### src/rtl/mult_seq_ctrl.sv
// Sequential signed 16x16 multiplier controller: reads operand pairs from a byte memory,
// multiplies them with a radix-2 Booth datapath and writes the 32-bit products back.
module mult_seq_ctrl #(
    parameter int NUM_PAIRS = 16,
    parameter int SRC_BASE  = 0,
    parameter int DST_BASE  = 64
) (
    input  logic       clk,
    input  logic       reset,
    input  logic       start,
    output logic       done,
    output logic       busy,
    output logic [7:0] mem_addr,
    input  logic [7:0] mem_rd_data,
    output logic       mem_wr_en,
    output logic [7:0] mem_wr_data
);

    typedef enum logic [2:0] {
        IDLE,
        LOAD,
        MULT,
        STORE,
        DONE
    } state_t;

    localparam logic [7:0] SRC  = 8'(SRC_BASE);
    localparam logic [7:0] DST  = 8'(DST_BASE);
    localparam logic [5:0] LAST = 6'(NUM_PAIRS - 1);

    state_t      state, state_next;
    logic [3:0]  cnt;
    logic [5:0]  k;
    logic [15:0] a_reg, b_reg;
    logic [16:0] acc;
    logic [15:0] lo;
    logic        q1;
    logic [16:0] m_ext, sum;
    logic [31:0] product;
    logic [7:0]  pair_off;

    assign product  = {acc[15:0], lo};
    assign pair_off = {k, 2'b00};

    // One Booth step; the 17-bit accumulator absorbs the -32768 operand without overflow.
    always_comb begin
        m_ext = {b_reg[15], b_reg};
        sum   = acc;
        case ({lo[0], q1})
            2'b01:   sum = acc + m_ext;
            2'b10:   sum = acc - m_ext;
            default: sum = acc;
        endcase
    end

    always_ff @(posedge clk or negedge reset) begin
        if (!reset) state <= IDLE;
        else        state <= state_next;
    end

    always_comb begin
        state_next  = state;
        busy        = 1'b0;
        done        = 1'b0;
        mem_wr_en   = 1'b0;
        mem_addr    = 8'h00;
        mem_wr_data = 8'h00;
        case (state)
            IDLE: begin
                if (start) state_next = LOAD;
            end
            LOAD: begin
                busy     = 1'b1;
                mem_addr = SRC + pair_off + {6'b0, cnt[1:0]};
                if (cnt == 4'd3) state_next = MULT;
            end
            MULT: begin
                busy = 1'b1;
                if (cnt == 4'd15) state_next = STORE;
            end
            STORE: begin
                busy      = 1'b1;
                mem_wr_en = 1'b1;
                mem_addr  = DST + pair_off + {6'b0, cnt[1:0]};
                case (cnt[1:0])
                    2'd0:    mem_wr_data = product[31:24];
                    2'd1:    mem_wr_data = product[23:16];
                    2'd2:    mem_wr_data = product[15:8];
                    default: mem_wr_data = product[7:0];
                endcase
                if (cnt == 4'd3) state_next = (k == LAST) ? DONE : LOAD;
            end
            DONE: begin
                done = 1'b1;
                if (start) state_next = LOAD;
            end
            default: state_next = IDLE;
        endcase
    end

    // Step counter restarts on every state change; pair index advances only after a store.
    always_ff @(posedge clk or negedge reset) begin
        if (!reset) begin
            cnt   <= 4'd0;
            k     <= 6'd0;
            a_reg <= 16'h0000;
            b_reg <= 16'h0000;
            acc   <= 17'h00000;
            lo    <= 16'h0000;
            q1    <= 1'b0;
        end else begin
            if (state_next != state) cnt <= 4'd0;
            else if (busy)           cnt <= cnt + 4'd1;
            else                     cnt <= 4'd0;

            if ((state == IDLE || state == DONE) && start)
                k <= 6'd0;
            else if (state == STORE && cnt == 4'd3 && k != LAST)
                k <= k + 6'd1;

            if (state == LOAD) begin
                case (cnt[1:0])
                    2'd0: a_reg[15:8] <= mem_rd_data;
                    2'd1: a_reg[7:0]  <= mem_rd_data;
                    2'd2: b_reg[15:8] <= mem_rd_data;
                    default: begin
                        b_reg[7:0] <= mem_rd_data;
                        acc        <= 17'h00000;
                        lo         <= a_reg;
                        q1         <= 1'b0;
                    end
                endcase
            end else if (state == MULT) begin
                acc <= {sum[16], sum[16:1]};
                lo  <= {sum[0], lo[15:1]};
                q1  <= lo[0];
            end
        end
    end

endmodule

### config.mk
export PLATFORM = sky130hd
export DESIGN_NAME = mult_seq_ctrl
export DESIGN_NICKNAME = d
export VERILOG_FILES = /design/src/rtl/mult_seq_ctrl.sv
export SDC_FILE = /design/constraint.sdc
export NUM_CORES = 1
export LEC_CHECK = 0
export CAP_MARGIN = 25
export CORE_AREA = 5 5 139 141
export CTS_BUF_LIST = sky130_fd_sc_hd__clkbuf_4
export DETAILED_ROUTE_END_ITERATION = 12
export DIE_AREA = 0 0 144 146
export SLEW_MARGIN = 20
export SYNTH_ARGS = -nofsm -noshare
export SYNTH_HDL_FRONTEND = slang
export SYNTH_SLANG_ARGS = --single-unit
### constraint.sdc
create_clock -name clk -period 7.5 [get_ports clk]
set_input_delay 1.5 -clock clk [delete_from_list [all_inputs] [get_ports clk]]
set_output_delay 1.5 -clock clk [all_outputs]
set_load 0.01 [all_outputs]
==> metrics.txt, run 1 <==
fin crit share 0.530; Clock Latency Late Sink around 460 ps; path type of the worst min-delay path flip-flop to flip-flop; Post-Syn Area per Cell 9.31 um2; Hold Startpoint a_reg[7]; status complete, no violations; commonest register cell after synthesis dfrtp_1; Post CTS Setup Buffer Count 0; final setup margin 3530 ps; Core Area 17800 um2; Syn. warnings 0; Place WS 4020 ps; GPL Wtd Cong between 0.8 and 0.9; CTS tree done; Clk pin slew, worst setup/hold paths 130 ps; Unique masters post-synth 55; WP data required 6000 ps; Initial Utilization 0.274; CP Launch Type flip-flop; Post-route DRC 0; Initial DRC Count between 200 and 250; Worst slew margin 0.412; gate count of the mapped netlist between 500 and 600; Buffers on Ports 29; max frequency 0.252 GHz; Yosys reg bits 78; Max Fanout on Critical Path 9; setup TNS 0 ps; syn_nets 561; CTS Buffer Depth 2; FILL cells 1837; die height 146 um; CTS buffer count 9; root buffer cell clkbuf_4; clock skew between 10 and 15 ps; MaxCap Viol Count 0; final hold vios 0; Slew Limit Fails 0; multi-input logic area 2730 um2; WL/cell about 16 um; RSZ-0062 raised after global routing no; post-layout util 0.308; crit path from cnt[0]; share of post-route cells with drive strength above 1 0.0628; width of the die 144 um; initial antenna violation count 1; Via Count 3850; first-pass GRT wire length 19.9 mm; register area share after synthesis 0.399; commonest non-fill, non-tap cell in the layout dfrtp_1; fin cells ~770; count of antenna-violating nets left after detailed routing 0; Via-to-Cell Ratio 4.99; pin count of the biggest net entering global routing 56; CP endpoint kind output port; final wirelength 12.2 mm; dpl hpwl ~9 mm; gr usage total 0.120; die area between 20000 and 25000 um2; Tmin final 3970 ps; number of synthesized flops with an enable pin 0; row cnt slightly below 50; final net count 572; # IOs 30; Setup Viol. Count Final 0; FFs w/ async S/R, synth 1.00; worst reg2reg startpoint b_reg[0]; vias in the first global route 3645; Area Growth Syn to Fin 12.4%; TritonRoute pass-1 iters 5; most frequent cells in the layout dfrtp_1, nor2_1, nand2_1; post-synthesis instance area approximately 4900 um2; Post-CTS Resized 0; H-tree levels 3; Inst Count DP 754; clock sinks 78; global-route congestion overflow total 0; Arr. time, crit path 2470 ps; critical path class flip-flop to output port; worst-margin pin slew 883 ps; Register Area 1950 um2; CTS hold repair buffers 0
final timing paths:
path / to / slack, ps / cells after the start
worst max-delay path: mem_wr_data[5] / 3530 / 7
worst min register to register: a_reg[7] / 500 / 1
min in group asynchronous: k[5] / 920 / 1
worst max register to register: acc[15] / 4060 / 14
max in group asynchronous: b_reg[2] / 5560 / 2
worst min-delay path: a_reg[7] / 500 / 1
layer usage:
layer | routed length, um | global-route usage
met1 | 5690 | 0.167
met3 | 626 | 0.0273
met4 | 250 | 0.0410
met5 | 0 | 0
met2 | 5680 | 0.184
Yosys cell counts (all sizes together), types with 3 or more instances:
cell type	count	area (um2)
xnor2	23	201
mux2i	20	200
a222oi	8	80.1
nor2b	8	50.1
nor2	61	231
mux2	32	360
a31oi	3	18.8
nand2	41	154
or3	5	31.3
o31ai	3	22.5
o21ai	36	180
nor3	10	50.1
nand2b	9	56.3
clkbuf	25	93.8
xor2	9	78.8
dfrtp	78	1950
a211oi	4	30.0
buf	7	47.5
a21oi	32	160
a22o	6	52.6
inv	17	63.8
nand3	15	75.1
o211ai	3	22.5
a21o	7	52.6
ha	24	300
and2	8	50.1
metrics by stage:
stage	hold slack, ps	instance area (um2)
3_3_place_gp	472	5350
3_5_place_dp	476	5350
6_report	503	5490
4_1_cts	507	5490
2_1_floorplan	458	4890
5_1_grt	525	5490
cells by family after synthesis:
family,synth area share
mux,0.115
xor+xnor,0.0573
simple gates,0.161
flops,0.399
fa+ha+maj,0.0655
compound gates,0.159
buf+inv,0.0428
area by class of cell:
| class | count | share of cell area |
|---|---|---|
| multi-input combinational | 397 | 0.497 |
| sequential | 78 | 0.355 |
| timing repair buffer | 32 | 0.0565 |
| tap | 229 | 0.0522 |
| clock buffer | 10 | 0.0137 |
| clock inverter | 6 | 0.0125 |
| inverter | 18 | 0.0123 |
| antenna | 1 | 0.000456 |
critical path, stage by stage, from the launching register on:
cell and delay [ps]:
dfrtp_1 440, inv_1 100, ha_1 320, a222oi_1 400, nor2_1 70, a21oi_1 150, nor2_1 50, clkdlybuf4s50_1 490
Power of run 1 is not shown: default switching activity piles up to over one toggle a cycle in this logic, so the estimate is an artifact.
==> inputs of run 2 (changes only) <==
==> constraint.sdc (replaced) <==
create_clock -name clk -period 3.88 [get_ports clk]
set_input_delay 0.776 -clock clk [delete_from_list [all_inputs] [get_ports clk]]
set_output_delay 0.776 -clock clk [all_outputs]
set_load 0.01 [all_outputs]
==> run 2 against run 1 <==
Compared with the run above: die area is the same; first-iteration DRC count grew 12%; via count shrank 0.36%; register-to-register slack lost 3500 ps; sequential cell count is the same; worst setup slack lost 3000 ps; core utilization grew 0.13 points; critical path type is now flip-flop to flip-flop.
==> metrics.txt, run 2 (synthesis gave the netlist of run 1 again) <==
Post CTS Setup Buffer Count 0; RSZ-0062 raised after global routing no; Worst slew margin 0.416; # IOs 30; CP Launch Type flip-flop; max frequency 0.302 GHz; final wirelength ~12 mm; GPL Wtd Cong 0.867; vias in the first global route 3693; row cnt 49; Worst Reg-to-Reg Cells 14; WL/cell ~16 um; Core Area 17800 um2; dpl hpwl 8.89 mm; final net count 572; Max Fanout on Critical Path 8; width of the die between 100 and 150 um; gr usage total 0.120; Arr. time, crit path 3660 ps; Post-route DRC 0; Tmin final 3320 ps; initial antenna violation count 1; Setup Viol. Count Final 0; CTS Buffer Depth 2; Buffers on Ports 29; post-layout util 0.309; fin crit share 0.855; most frequent cells in the layout dfrtp_1, nor2_1, nand2_1; final hold vios 0; critical path class flip-flop to flip-flop; die height about 150 um; share of post-route cells with drive strength above 1 0.0628; clock skew 17.9 ps; Slew Limit Fails 0; CTS tree done; Clk pin slew, worst setup/hold paths 140 ps; Via Count approximately 3800; Area Growth Syn to Fin 12.9%; die area between 20000 and 25000 um2; WP data required 4220 ps; setup TNS 0 ps; Via-to-Cell Ratio 4.98; Initial Utilization 0.274; worst-margin pin slew 875 ps; crit path from b_reg[3]; Clock Latency Late Sink 450 ps; worst reg2reg startpoint b_reg[3]; Post-CTS Resized 0; pin count of the biggest net entering global routing 79; H-tree levels 3; commonest non-fill, non-tap cell in the layout dfrtp_1; clock sinks 78; root buffer cell clkbuf_4; MaxCap Viol Count 0; first-pass GRT wire length 20.0 mm; status complete, no violations; TritonRoute pass-1 iters 5; CP endpoint kind flip-flop; global-route congestion overflow total 0; CTS buffer count 9; Initial DRC Count 242; path type of the worst min-delay path input port to asynchronous set/reset pin; count of antenna-violating nets left after detailed routing 0; CTS hold repair buffers 0
-- run 2: cell count changes in the layout (fill, tap and decap cells not counted), sizes merged --
cell,before,now
bufinv,1,2
clkinv,3,2
clkbuf,10,11
inv,19,18
-- run 2: worst max-delay path: stages (launching register included) --
cell and delay, ps:
dfrtp_1 430, nor3_1 320, nand4_1 140, or3_1 370, nor3_1 180, nor2_1 70
xnor2_1 130, ha_1 380, nand2_1 140, nor2_1 50, a21o_1 180, a221oi_1 320
xnor2_1 140, a211oi_1 250, o22ai_1 110
-- run 2: routing by layer --
layer  track usage  vias to the layer above  routed length (um)
li1              -                     1886                   -
met1         0.171                     1838                5730
met2         0.184                       94                5480
met3        0.0214                       18                 635
met4        0.0405                        0                 212
met5             0                        -                   0
-- run 2: stage by stage --
step	hold WS [ps]	cells	instance area (um2)	setup WS, ps
after detailed placement	478	754	5350	567
after global routing	369	771	5520	213
after floorplan	458	525	4890	755
final	333	771	5520	564
after global placement	471	754	5350	607
after CTS	489	770	5510	514
-- run 2: layout make-up --
cell class,instances,area [um2]
Antenna cell,1,2.50
Clock buffer,11,82.6
Clock inverter,5,81.3
Fill cell,1829,12300
Inverter,18,67.6
Multi-Input combinational cell,397,2730
Sequential cell,78,1950
Tap cell,229,287
Timing Repair Buffer,32,314
-- run 2: worst paths after layout --
check / endpoint / slack, ps
max: acc[15] / 560
min: k[5] / 330
max reg2reg: acc[15] / 560
min reg2reg: a_reg[2] / 510
max in group asynchronous: b_reg[10] / 3030
min in group clk: a_reg[2] / 510
Power of run 2 is left out for the same reason.
